### config.mk
export PLATFORM = sky130hd
export DESIGN_NAME = alarm_unit
export DESIGN_NICKNAME = d
export VERILOG_FILES = /design/src/rtl/alarm_unit.sv
export SDC_FILE = /design/constraint.sdc
export NUM_CORES = 1
export LEC_CHECK = 0
export CAP_MARGIN = 30
export CORE_MARGIN = 1
export CORE_UTILIZATION = 40
export CTS_CLUSTER_DIAMETER = 120
export DETAILED_ROUTE_END_ITERATION = 16
export PLACE_DENSITY_LB_ADDON = 0.2
export SLEW_MARGIN = 20
export SYNTH_ARGS = -nofsm -noshare
export SYNTH_HDL_FRONTEND = slang
export SYNTH_SLANG_ARGS = --single-unit
### constraint.sdc
create_clock -name clk -period 2.4 [get_ports clk]
set_clock_uncertainty 0.15 [all_clocks]
set_input_delay 0.48 -clock clk [delete_from_list [all_inputs] [get_ports clk]]
set_output_delay 0.48 -clock clk [all_outputs]
set_load 0.02 [all_outputs]
### src/rtl/alarm_unit.sv
// Alarm unit: alarm time and enable setting, ring/snooze control
// and a 1 Hz buzzer drive while ringing.
module alarm_unit (
  input  logic       clk,
  input  logic       reset,
  input  logic       tick1hz,
  input  logic       tick2hz,
  input  logic       sw_set,
  input  logic       sw_inc,
  input  logic       sw_stop,
  input  logic [4:0] dc_hour,
  input  logic [5:0] dc_min,
  input  logic [5:0] dc_sec,
  input  logic       mode,
  output logic [4:0] al_hour,
  output logic [5:0] al_min,
  output logic       al_en,
  output logic [1:0] al_set_pos,
  output logic       ringing,
  output logic       buzzer
);

  typedef enum logic [2:0] {
    IDLE,
    SET_HOUR,
    SET_MIN,
    RING,
    SNOOZE
  } state_t;

  state_t     state;
  logic       match;
  logic       match_d;
  logic       trig;
  logic [5:0] ring_cnt;
  logic [8:0] snz_cnt;
  logic [1:0] snooze_cnt;

  assign match = al_en & ~mode
               & (dc_hour == al_hour)
               & (dc_min == al_min)
               & (dc_sec == 6'd0);

  // Edge rule: one trigger per matching second
  assign trig = match & ~match_d;

  always_ff @(posedge clk) begin
    if (!reset) begin
      state      <= IDLE;
      al_hour    <= '0;
      al_min     <= '0;
      al_en      <= 1'b0;
      al_set_pos <= 2'b00;
      ringing    <= 1'b0;
      buzzer     <= 1'b0;
      match_d    <= 1'b0;
      ring_cnt   <= '0;
      snz_cnt    <= '0;
      snooze_cnt <= '0;
    end else begin
      match_d <= match;
      case (state)
        IDLE: begin
          if (sw_set) begin
            state      <= SET_HOUR;
            al_set_pos <= 2'b10;
          end else if (sw_inc) begin
            al_en <= ~al_en;
          end else if (trig) begin
            state    <= RING;
            ringing  <= 1'b1;
            buzzer   <= 1'b1;
            ring_cnt <= '0;
          end
        end
        SET_HOUR: begin
          if (sw_stop) begin
            state      <= IDLE;
            al_set_pos <= 2'b00;
            snooze_cnt <= '0;
          end else if (sw_set) begin
            state      <= SET_MIN;
            al_set_pos <= 2'b01;
          end else if (sw_inc) begin
            al_hour <= (al_hour == 5'd23) ? 5'd0 : al_hour + 5'd1;
          end
        end
        SET_MIN: begin
          if (sw_stop || sw_set) begin
            state      <= IDLE;
            al_set_pos <= 2'b00;
            snooze_cnt <= '0;
          end else if (sw_inc) begin
            al_min <= (al_min == 6'd59) ? 6'd0 : al_min + 6'd1;
          end
        end
        RING: begin
          if (sw_stop) begin
            state      <= IDLE;
            ringing    <= 1'b0;
            buzzer     <= 1'b0;
            snooze_cnt <= '0;
          end else if (sw_inc && snooze_cnt != 2'd3) begin
            state      <= SNOOZE;
            ringing    <= 1'b0;
            buzzer     <= 1'b0;
            snooze_cnt <= snooze_cnt + 2'd1;
            snz_cnt    <= '0;
          end else if (tick1hz && ring_cnt == 6'd59) begin
            state      <= IDLE;
            ringing    <= 1'b0;
            buzzer     <= 1'b0;
            snooze_cnt <= '0;
          end else begin
            if (tick2hz) buzzer <= ~buzzer;
            if (tick1hz) ring_cnt <= ring_cnt + 6'd1;
          end
        end
        SNOOZE: begin
          if (sw_stop) begin
            state      <= IDLE;
            snooze_cnt <= '0;
          end else if (tick1hz && snz_cnt == 9'd299) begin
            state    <= RING;
            ringing  <= 1'b1;
            buzzer   <= 1'b1;
            ring_cnt <= '0;
          end else if (tick1hz) begin
            snz_cnt <= snz_cnt + 9'd1;
          end
        end
        default: begin
          state      <= IDLE;
          al_set_pos <= 2'b00;
          ringing    <= 1'b0;
          buzzer     <= 1'b0;
          snooze_cnt <= '0;
        end
      endcase
    end
  end

endmodule

After elaboration in Yosys (flattened, before gate mapping) --
Index checks and enable logic that the tools add are counted.
Storage, ports and cells: output and inout port bits 16, bits in registers 37, bits of input ports 25, logic and storage cells 138
Cells by class: eq/ne operators 32, $add $sub $neg 5, bitwise logic cells 15, mux-type cells 54, reductions and logical operators 21
Operators with widths (number):
- 6-bit 2-to-1 mux | 10
- 9-bit 2-to-1 mux | 5
- 3-bit 2-to-1 mux | 11
- 2-bit != test (second input constant) | 15
- 6-bit case mux with 3 select lines | 1
- 9-bit case mux with 2 select lines | 1
- 2-bit 2-to-1 mux | 8
- 2-bit case mux with 4 select lines | 2
- 3-bit case mux with 5 select lines | 1
- 7-bit AND reduction | 2
- 6-bit by 1-bit adder with 6-bit output (second input constant) | 2
- 6-bit equality test (second input constant) | 2
- 1-bit 2-to-1 mux | 12
- 3-bit != test (second input constant) | 4
- 4-bit AND reduction | 3
- 6-bit AND reduction | 2
- 1-bit inverter | 10
- 10-bit AND reduction | 1
- 9-bit by 1-bit adder with 9-bit output (second input constant) | 1
- 9-bit equality test (second input constant) | 1
- 1-bit case mux with 4 select lines | 2
- 3-bit by 2-bit equality test with 1-bit output (second input constant) | 2
- 6-bit equality test | 1
- 6-bit zero test | 1
- other kinds (18) | 27

Depth between registers and ports, before layout --
Gate-level depths: netlist (run 1).
word-level depth 10, mapped depth 9, gate-level depth less buffers 7

Least setup slack after synthesis (run 1) --
OpenSTA, ideal clock, no wires.
path kind register to register, start reg snz_cnt[2], end reg state[1], data required time 2.122 ns, setup slack 0.325 ns, stages on the path, launching flop included 7, library setup time 0.128 ns, arrival 1.797 ns, buffers on the path 0, cells stage by stage dfxtp_1 -> or4_1 -> o31ai_4 -> o32ai_1 -> a211oi_2 -> mux2i_1 -> nor2_1
Between the ends: cells in the longest elaborated chain, start to end 4
Ends and longest elaborated chain:
- start: declaration | RTL line 36 | logic [8:0] snz_cnt;
- start signal: assignment | RTL line 129 | snz_cnt <= snz_cnt + 9'd1;
- 9-bit equality test | RTL line 123 | end else if (tick1hz && snz_cnt == 9'd299) begin
- 1-bit logical AND | RTL line 123
- 3-bit != test (no line)
- 6-bit AND reduction (no line)
- end signal: assignment | RTL line 121 | state <= IDLE;
- end signal: assignment | RTL line 124 | state <= RING;
- end signal: assignment | RTL line 133 | state <= IDLE;
- end: declaration | RTL line 31 | state_t state;
Every way passes these cells. A chain may end at the register's enable or synchronous reset.

Worst setup path in the final report (run 1) --
start reg snz_cnt[2], end reg state[0]
Same word-level chain as after synthesis.

==> results by group, run 1 <==
Run status
  • Outcome: finished, final reports clean

Power
  • Cell Pwr Density: 630 mW/mm2
  • P_leak: 1.10 nW
  • Overall power: 1.79 mW
  • Max VDD drop: 293 uV

STA
  • Final setup vio count: 0
  • Period minus WS final: 2250 ps
  • Worst slew pin tran: 462 ps
  • Slew Limit Headroom: 0.692
  • Max Fclk: ~440 MHz
  • Worst hold slack: roughly 310 ps
  • Final setup margin: between 150 and 200 ps
  • Final Hold Vio Count: 0
  • Setup TNS: 0 ps
  • Unrepaired setup endpoints after global routing: false
  • Final period util: 0.937
  • Slew Limit Fails: 0

Place
  • GPL Wtd Cong: slightly below 0.9
  • Inst Count DP: between 300 and 400
  • Post-DP HPWL: ~3.7 mm
  • Setup WS pre-CTS: -152 ps
  • PortBufs: 40

Global routing
  • Initial antenna violation count: 0
  • GR Util All Layers: 0.184
  • GRT overflow: 0
  • Largest net degree at the start of global routing: 19
  • First-pass GRT wire length: about 7.8 mm
  • Vias in the first global route: 1,751

Die
  • Die Span Y: approximately 75 um
  • Rows: 26
  • Initial Util: 0.415
  • IO Pins: around 40
  • Die area: roughly 0.0056 mm2
  • Die W: 74.8 um
  • CORE AREA: 0.00511 mm2

Critical path
  • FF-to-FF setup slack: 150 ps
  • Worst path bufs/invs: 1
  • Critical Path End: state[0]
  • Levels on crit path: 7
  • Critical path class: flip-flop to flip-flop
  • Reg2reg path depth: 7
  • CP Capture Type: flip-flop
  • CP max-delay cell: or4_1
  • CP max stage delay: 610 ps
  • Crit-path cells: or4_1 -> o31ai_4 -> o32ai_1 -> a211oi_2 -> buf_4 -> nand4_1 -> o21ai_0
  • Critical R2R Capture: state[0]
  • CP Launch Point: snz_cnt[2]
  • Crit start category: flip-flop
  • Worst EP required: between 2000 and 2500 ps
  • Worst R2R Start: snz_cnt[2]
  • Delay-heaviest family, CP: compound AO/OA/AOI/OAI gates
  • Top fanout value on the critical path: 6
  • Critical path arrival: 2320 ps

Run
  • Max Cap Viol: 0

Clock tree
  • CTS sink count: 37
  • Post-CTS sizing: 0
  • H-tree Lvls: 2
  • Number of buffers inserted during clock tree synthesis: 5
  • Setup bufs post-CTS: 0
  • Clk buf depth: 2
  • Root buf cell: clkbuf_8
  • Post-CTS Hold Buffers: 0
  • CTS tree: built
  • Clock transition at the registers of the reported paths: 70 ps
  • Skew-Pair Late Insertion Delay: 290 ps

Routing
  • ANT nets after route: 0
  • Starting DRT DRC Count: 47
  • Routed via count: 2,049
  • Drt drc: 0
  • Vias per cell: 5.24
  • WL final: 4.94 mm
  • DR WL/cell: between 10 and 15 um
  • DRT Pass-1 Iters: 4

Logic synthesis
  • Area share of the largest cell type after synthesis: 0.349
  • Synth warnings: 0
  • Seq cells post-synth: 37
  • Ranking of synthesized cells by area: dfxtp_1 35%, xor2_1 9.1%, nor2_1 7.6%
  • Netlist cell types: 47
  • Share of flip-flops with an asynchronous set or reset: 0
  • Top_reg_cell synth: dfxtp_1
  • Avg Inst Size Synth: around 8.1 um2
  • Post-synthesis cell area: approximately 0.0021 mm2
  • Synth Net Count: a little under 300
  • Mapped Cells: approximately 260
  • Area leader, netlist: dfxtp_1
  • Register area share after synthesis: 0.349
  • Post-synth EDFFs: 0

Final layout
  • Antenna cells: 0
  • P&R area growth vs syn: 33.9%
  • Fin nets: 350
  • Share of layout cells above drive strength 1: 0.115
  • Layout Cells excl Fill: 391

Hold path
  • Worst min-delay path class: flip-flop to flip-flop
==> layout by cell type, fill, tap and decap left out, types with 2 or more instances in the layout <==
cell              n
a21oi_1          11
nor4_1            4
a41oi_1           2
nor2_1           43
o21ai_0           8
o31ai_1           2
nand4_1          11
and2_1            2
nand2_1          25
and3_1            3
ha_1              5
inv_1             2
nand2b_1          7
o32ai_1           2
xnor2_1           5
o21a_1            3
nand3b_1          3
a311oi_1          2
nand3_1          10
dfxtp_1          37
a31oi_1           6
buf_4            24
clkdlybuf4s50_1  40
nand4b_1          3
mux2i_1           5
nor3b_1           2
nor3_1            4
nor2b_1           3
clkbuf_8          7
xor2_1           22
==> worst register-to-register path: cells and delay by family, from the launching register on <==
family	cells	cell delay, ps
buffers and inverters	1	160
and+or+nand+nor	2	690
AOI/OAI and AO/OA	4	820
DFF	1	370
==> cells by family (layout without fill, tap and decap cells) <==
group                    Yosys count  count (layout)  share of synthesized area
adder cells (fa/ha/maj)            5               5                     0.0295
flip-flops                        37              37                      0.349
XOR/XNOR                          27              27                      0.112
AND/OR/NAND/NOR                  128             128                      0.304
buffers and inverters             14              74                     0.0277
multiplexers                       5               5                     0.0236
AO/OA/AOI/OAI                     45              45                      0.154
==> worst min path at each step <==
stage,startpoint,to,slack [ps],cells past startpoint
floorplan,ring_cnt[5],ring_cnt[5],290,1
global placement,ringing,ringing,300,2
detailed placement,ring_cnt[5],ring_cnt[5],310,1
CTS,ringing,ringing,320,2
global route,ringing,ringing,340,2
finish,ringing,ringing,310,2
==> metrics by stage <==
step,area [um2],utilization
final,2840,0.556
after global routing,2840,0.556
after CTS,2840,0.556
after detailed placement,2740,0.536
after global placement,2740,0.536
after floorplan,2120,-
==> sequential cells by signal, summed over array words and instances, names as in the netlist <==
register,count
al_en,1
al_hour,5
al_min,6
al_set_pos,2
buzzer,1
match_d,1
ring_cnt,6
ringing,1
snooze_cnt,2
snz_cnt,9
state,3
==> power breakdown <==
part,internal [mW],leakage [nW],switching (mW)
combinational,0.308,0.745,0.302
clock,0.259,0.0542,0.218
sequential,0.655,0.299,0.0454
==> synthesized netlist by cell type (2+ instances only) <==
| cell | n |
|---|---|
| nor3b_1 | 2 |
| o21ai_0 | 8 |
| a21oi_1 | 11 |
| xor2_1 | 22 |
| mux2i_1 | 5 |
| nand2b_1 | 7 |
| nand3b_1 | 3 |
| nand2_1 | 25 |
| clkbuf_1 | 9 |
| nand4_1 | 11 |
| a31oi_1 | 6 |
| nand4b_1 | 3 |
| buf_2 | 2 |
| o21a_1 | 3 |
| nor2_1 | 43 |
| o32ai_1 | 2 |
| nor4_1 | 4 |
| dfxtp_1 | 37 |
| nor3_1 | 4 |
| ha_1 | 5 |
| inv_1 | 2 |
| and2_1 | 2 |
| a41oi_1 | 2 |
| nor2b_1 | 3 |
| and3_1 | 3 |
| o31ai_1 | 2 |
| xnor2_1 | 5 |
| a311oi_1 | 2 |
| nand3_1 | 10 |
==> routing by layer <==
metal,track usage,part of all wire,up-vias
met1,0.228,0.47,943
li1,-,-,1052
met4,0.0839,0.021,0
met5,0,0,-
met2,0.302,0.45,45
met3,0.0442,0.063,9
==> final cells by class <==
cell class | count | area (um2)
fill | 495 | 2270
multi-input combinational | 210 | 1320
sequential | 37 | 741
timing repair buffer | 64 | 581
clock buffer | 7 | 96.3
tap | 70 | 87.6
inverter | 2 | 7.51
clock inverter | 1 | 5.00
No activity file was read; power rests on OpenSTA's default activity.
==> inputs of run 2 (changes only) <==
ABC_CLOCK_PERIOD_IN_PS = 2400   (was default)
CAP_MARGIN = default   (was 30)
RECOVER_POWER = 100   (was default)
==> run 2 against run 1 <==
  * Core utilization decreased by 0.42 points
  * Hold slack got worse by 2.8 ps
  * Combinational power fell by 4.4%
  * Non-clock buffer count unchanged
  * Via count down 0.15%
  * Die area is the same
  * Setup slack gained 3.7 ps
  * Register-to-register slack barely moved
  * Routed wire length fell by 0.38%
  * Count of clock-buffer cells in the layout stayed put
  * Cell area shrank 0.75%
  * Sequential share of layout area increased by 0.20 points
  * Critical path type unchanged
  * Largest cell class unchanged
  * Highest routed layer unchanged
==> results by group, run 2 (synthesis results as in run 1) <==
Die
  • Initial Util: 0.415 (unchanged)
  • Die Span Y: 74.8 um (unchanged)
  • CORE AREA: 0.00511 mm2 (unchanged)
  • Rows: 26 (unchanged)
  • IO Pins: 41 (unchanged)
  • Die area: 0.00559 mm2 (unchanged)
  • Die W: 74.8 um (unchanged)

Critical path
  • Critical Path End: state[0] (unchanged)
  • CP Capture Type: flip-flop (unchanged)
  • Worst path bufs/invs: 1 (unchanged)
  • FF-to-FF setup slack: 160 ps (was 150 ps)
  • Worst R2R Start: snz_cnt[2] (unchanged)
  • CP Launch Point: snz_cnt[2] (unchanged)
  • Crit start category: flip-flop (unchanged)
  • Crit-path cells: or4_1 -> o31ai_4 -> o32ai_1 -> a211oi_2 -> buf_4 -> nand4_1 -> o21ai_0 (unchanged)
  • Reg2reg path depth: 7 (unchanged)
  • Worst EP required: 2470 ps (about the same)
  • Delay-heaviest family, CP: compound AO/OA/AOI/OAI gates (unchanged)
  • Critical R2R Capture: state[0] (unchanged)
  • Top fanout value on the critical path: 6 (unchanged)
  • Critical path arrival: 2310 ps (was 2320 ps)
  • Levels on crit path: 7 (unchanged)
  • Critical path class: flip-flop to flip-flop (unchanged)
  • CP max-delay cell: or4_1 (unchanged)
  • CP max stage delay: 610 ps (about the same)

Routing
  • Routed via count: 2,046 (was 2,049)
  • DR WL/cell: 12.6 um (about the same)
  • Vias per cell: 5.23 (was 5.24)
  • ANT nets after route: 0 (unchanged)
  • Drt drc: 0 (unchanged)
  • Starting DRT DRC Count: 49 (was 47)
  • DRT Pass-1 Iters: 4 (unchanged)
  • WL final: 4.93 mm (was 4.94 mm)

Place
  • Placed Area: 0.00274 mm2 (unchanged)
  • Post-DP HPWL: 3.66 mm (unchanged)
  • GPL Wtd Cong: 0.866 (unchanged)
  • PortBufs: 40 (unchanged)
  • Inst Count DP: 383 (unchanged)
  • Setup WS pre-CTS: -152 ps (unchanged)

Final layout
  • Max reg flops: 9 (unchanged)
  • Commonest non-fill, non-tap cell in the layout: nor2_1 (unchanged)
  • Fin nets: 350 (unchanged)
  • P&R area growth vs syn: 32.9% (was 33.9%)
  • Antenna cells: 0 (unchanged)
  • Largest regs: snz_cnt: 9 flops, al_min: 6 flops, ring_cnt: 6 flops (unchanged)
  • Share of layout cells above drive strength 1: 0.0997 (was 0.115)
  • Biggest register: snz_cnt (unchanged)
  • Layout Cells excl Fill: 391 (unchanged)
  • Commonest non-fill, non-tap cells in the layout: 43 x nor2_1, 37 x dfxtp_1, 25 x nand2_1 (was 43 x nor2_1, 40 x clkdlybuf4s50_1, 37 x dfxtp_1)
  • Final Util: 0.551 (was 0.556)
  • Cell area after layout: 0.00282 mm2 (was 0.00284 mm2)

Clock tree
  • Skew-Pair Late Insertion Delay: 290 ps (about the same)
  • H-tree Lvls: 2 (unchanged)
  • Post-CTS Hold Buffers: 0 (unchanged)
  • Post-CTS sizing: 0 (unchanged)
  • Clock transition at the registers of the reported paths: 70 ps (about the same)
  • Clk buf depth: 2 (unchanged)
  • Setup bufs post-CTS: 0 (unchanged)
  • CTS tree: built (unchanged)
  • Root buf cell: clkbuf_8 (unchanged)
  • Number of buffers inserted during clock tree synthesis: 5 (unchanged)
  • CTS sink count: 37 (unchanged)

Power
  • Max VDD drop: 293 uV (about the same)
  • P_leak: 1.13 nW (was 1.10 nW)
  • Cell Pwr Density: 625 mW/mm2 (was 630 mW/mm2)
  • Overall power: 1.76 mW (was 1.79 mW)

STA
  • Max Fclk: 446 MHz (was 445 MHz)
  • Worst slew pin tran: 463 ps (was 462 ps)
  • Final period util: 0.935 (was 0.937)
  • Period minus WS final: 2240 ps (was 2250 ps)
  • Final setup margin: 155 ps (was 152 ps)
  • Slew Limit Fails: 0 (unchanged)
  • Unrepaired setup endpoints after global routing: false (unchanged)
  • Final setup vio count: 0 (unchanged)
  • Final Hold Vio Count: 0 (unchanged)
  • Slew Limit Headroom: 0.691 (was 0.692)

Global routing
  • Initial antenna violation count: 0 (unchanged)
  • First-pass GRT wire length: 7.80 mm (unchanged)
  • Vias in the first global route: 1,751 (unchanged)
  • GR Util All Layers: 0.184 (unchanged)
  • GRT overflow: 0 (unchanged)
  • Largest net degree at the start of global routing: 19 (unchanged)

Run
  • Max Cap Viol: 0 (unchanged)

Run status
  • Outcome: finished, final reports clean (unchanged)

Hold path
  • Worst min-delay path class: flip-flop to flip-flop (unchanged)
-- run 2: cell type report --
cell class | instances | area (um2)
repair buffers | 64 | 559
inverters | 2 | 7.51
fillers | 501 | 2290
multi-input cells | 210 | 1320
flip-flops and latches | 37 | 741
well taps | 70 | 87.6
clock buffers | 7 | 96.3
clock inverters | 1 | 5.00
-- run 2: worst min path at each step --
stage	cells past startpoint	to	start	slack [ps]
after floorplan	1	ring_cnt[5]	ring_cnt[5]	290
after global placement	2	ringing	ringing	300
after detailed placement	1	ring_cnt[5]	ring_cnt[5]	310
after CTS	2	ringing	ringing	320
after global routing	2	ringing	ringing	340
final	2	ringing	ringing	310
-- run 2: routing by layer --
metal / wire length (um) / GRT usage / share of wire
met1: 2290 / 0.228 / 0.46
met2: 2210 / 0.302 / 0.45
met3: 321 / 0.0442 / 0.065
met4: 104 / 0.0839 / 0.021
met5: 0 / 0 / 0
-- run 2: tightest hold or removal path, cell delays in order (launching register included) --
cell and delay [ps]:
dfxtp_1 310, nand2_1 50, mux2i_1 60
-- run 2: power by group --
part	switching [mW]	total, mW	leakage (nW)	internal [mW]
sequential	0.0438	0.699	0.299	0.655
combinational	0.302	0.583	0.778	0.281
clock	0.218	0.477	0.0542	0.259
total	0.563	1.76	1.13	1.20
-- run 2: metrics by stage --
step	TNS, ps	hold WS (ps)
after detailed placement	-1160	308
after global routing	0	335
after floorplan	0	290
after CTS	0	319
after global placement	-622	304
final	0	309
==> inputs of run 3 (changes only) <==
ABC_CLOCK_PERIOD_IN_PS = 1900   (was 2400)
SKIP_LAST_GASP = 1   (was default)
clock period = 1.9 ns   (was 2.4 ns; I/O delays follow)
==> run 3 against run 2 <==
  * The run now ends with setup timing left
  * Cell area is 15% higher
  * Critical path type unchanged
  * Critical endpoint is now state[1]
  * Hold slack better by 9.5 ps
  * Largest power group is now combinational logic
  * Core utilization is 8.2 points higher
==> results by group, run 3 (synthesis results as in run 1) <==
Clock tree
  • Number of buffers inserted during clock tree synthesis: 5 (unchanged)
  • Clk buf depth: 2 (unchanged)
  • H-tree Lvls: 2 (unchanged)
  • CTS sink count: 37 (unchanged)
  • Post-CTS Hold Buffers: 0 (unchanged)
  • Clock transition at the registers of the reported paths: 70 ps (about the same)
  • Skew-Pair Late Insertion Delay: 290 ps (about the same)
  • Root buf cell: clkbuf_8 (unchanged)
  • CTS tree: built (unchanged)

Final layout
  • Final Util: 0.633 (was 0.551)
  • Biggest register: snz_cnt (unchanged)
  • Share of layout cells above drive strength 1: 0.260 (was 0.0997)
  • Fin nets: 396 (was 350)
  • Commonest non-fill, non-tap cell in the layout: buf_4 (was nor2_1)
  • Antenna cells: 0 (unchanged)
  • P&R area growth vs syn: 52.6% (was 32.9%)
  • Largest regs: snz_cnt: 9 flops, al_min: 6 flops, ring_cnt: 6 flops (unchanged)
  • Layout Cells excl Fill: 436 (was 391)
  • Fillers: 480 (was 501)
  • Max reg flops: 9 (unchanged)
  • Commonest non-fill, non-tap cells in the layout: 50 x buf_4, 43 x nor2_1, 32 x dfxtp_1 (was 43 x nor2_1, 37 x dfxtp_1, 25 x nand2_1)

Die
  • CORE AREA: 0.00511 mm2 (unchanged)
  • Die W: 74.8 um (unchanged)
  • Die area: 0.00559 mm2 (unchanged)
  • Rows: 26 (unchanged)
  • Die Span Y: 74.8 um (unchanged)
  • Initial Util: 0.415 (unchanged)
  • IO Pins: 41 (unchanged)

Critical path
  • Crit start category: flip-flop (unchanged)
  • Reg2reg path depth: 6 (was 7)
  • Worst R2R Start: snz_cnt[2] (unchanged)
  • Worst EP required: 1910 ps (was 2470 ps)
  • Critical path class: flip-flop to flip-flop (unchanged)
  • FF-to-FF setup slack: -150 ps (was 160 ps)
  • Critical path arrival: 2060 ps (was 2310 ps)
  • Top fanout value on the critical path: 3 (was 6)
  • Critical R2R Capture: state[1] (was state[0])
  • CP Capture Type: flip-flop (unchanged)

STA
  • Final period util: 1.08 (was 0.935)
  • Slew Limit Headroom: 0.671 (was 0.691)
  • Final setup vio count: 15 (was 0)
  • Unrepaired setup endpoints after global routing: true (was false)
  • Period minus WS final: 2050 ps (was 2240 ps)
  • Worst slew pin tran: 493 ps (was 463 ps)
  • Final setup margin: -152 ps (was 155 ps)
  • Final Hold Vio Count: 0 (unchanged)
  • Slew Limit Fails: 0 (unchanged)
  • Max Fclk: 487 MHz (was 446 MHz)

Routing
  • DR WL/cell: 13.2 um (was 12.6 um)
  • DRT Pass-1 Iters: 5 (was 4)
  • WL final: 5.74 mm (was 4.93 mm)
  • Drt drc: 0 (unchanged)
  • Vias per cell: 5.18 (was 5.23)
  • Starting DRT DRC Count: 79 (was 49)
  • Routed via count: 2,260 (was 2,046)
  • ANT nets after route: 0 (unchanged)

Power
  • P_leak: 1.38 nW (was 1.13 nW)
  • Cell Pwr Density: 747 mW/mm2 (was 625 mW/mm2)
  • Max VDD drop: 414 uV (was 293 uV)
  • Overall power: 2.42 mW (was 1.76 mW)

Hold path
  • WHS Path Cells: 2 (unchanged)
  • Hold path startpoint: ringing (unchanged)
  • WHS Endpoint: ringing (unchanged)
  • Worst min-delay path class: flip-flop to flip-flop (unchanged)

Global routing
  • GRT overflow: 0 (unchanged)
  • Vias in the first global route: 1,966 (was 1,751)
  • Initial antenna violation count: 0 (unchanged)
  • GR Util All Layers: 0.208 (was 0.184)
  • First-pass GRT wire length: 8.74 mm (was 7.80 mm)
  • Largest net degree at the start of global routing: 15 (was 19)

Place
  • GPL Wtd Cong: 0.876 (was 0.866)
  • Inst Count DP: 418 (was 383)
  • Setup WS pre-CTS: -613 ps (was -152 ps)
  • Post-DP HPWL: 4.19 mm (was 3.66 mm)
  • PortBufs: 40 (unchanged)

Run status
  • Outcome: complete, but fails checks (was finished, final reports clean)
  • Violated checks: setup timing

Run
  • Max Cap Viol: 0 (unchanged)
run 3: cell types whose count changed in the layout (fill, tap and decap cells not counted), sizes merged, moves of 3 or more:
cell and delta:
dlygate4sd2 +23, buf +36, clkdlybuf4s50 -10, clkbuf +11
dlygate4sd3 -18, dlymetal6s2s +3
run 3: layout make-up:
class,instances,area (um2),area share
Multi-Input combinational cell,211,1470,0.453
Timing Repair Buffer,109,840,0.260
Sequential cell,37,747,0.231
Tap cell,70,87.6,0.0271
Clock buffer,7,86.3,0.0267
Inverter,2,7.51,0.00232
run 3: worst max path at each step:
stage	depth (start not counted)	from	slack, ps	end
final	6	snz_cnt[2]	-150	state[1]
after global routing	6	snz_cnt[2]	-210	state[1]
after CTS	7	snz_cnt[2]	-200	snz_cnt[0]
after detailed placement	7	dc_hour[4]	-610	ring_cnt[1]
after global placement	7	dc_min[3]	-560	ring_cnt[1]
after floorplan	9	state[0]	-130	snz_cnt[4]
run 3: critical path: stages, from the launching register on:
cell,delay (ps)
dfxtp_2,320
or4_4,560
o31ai_4,240
o32ai_2,130
a211oi_2,220
mux2i_1,230
nor2_1,70
run 3: per-stage QoR:
stage,hold WS (ps),setup TNS [ps],instance area (um2)
finish,319,-1150,3230
detailed placement,315,-12120,3020
CTS,325,-2220,3250
global route,365,-3270,3230
floorplan,290,-874,2160
global placement,301,-11340,3020
run 3: layer usage:
metal  up-vias  routed length [um]  GRT usage
met1      1040                2440      0.251
li1       1151                   -          -
met2        62                2830      0.360
met5         -                   0          0
met3         7                 396     0.0509
met4         0                  74     0.0692
run 3: what timing repair did:
action,CTS,global route
endpoints found under the setup margin,32,25
gates resized for setup,38,20
pin swaps,11,15
cloned,1,0
setup buffers,11,1
run 3: where the power goes:
| part | switching, mW | internal [mW] |
|---|---|---|
| combinational | 0.496 | 0.495 |
| sequential | 0.0373 | 0.832 |
| clock | 0.267 | 0.288 |
| total | 0.801 | 1.61 |
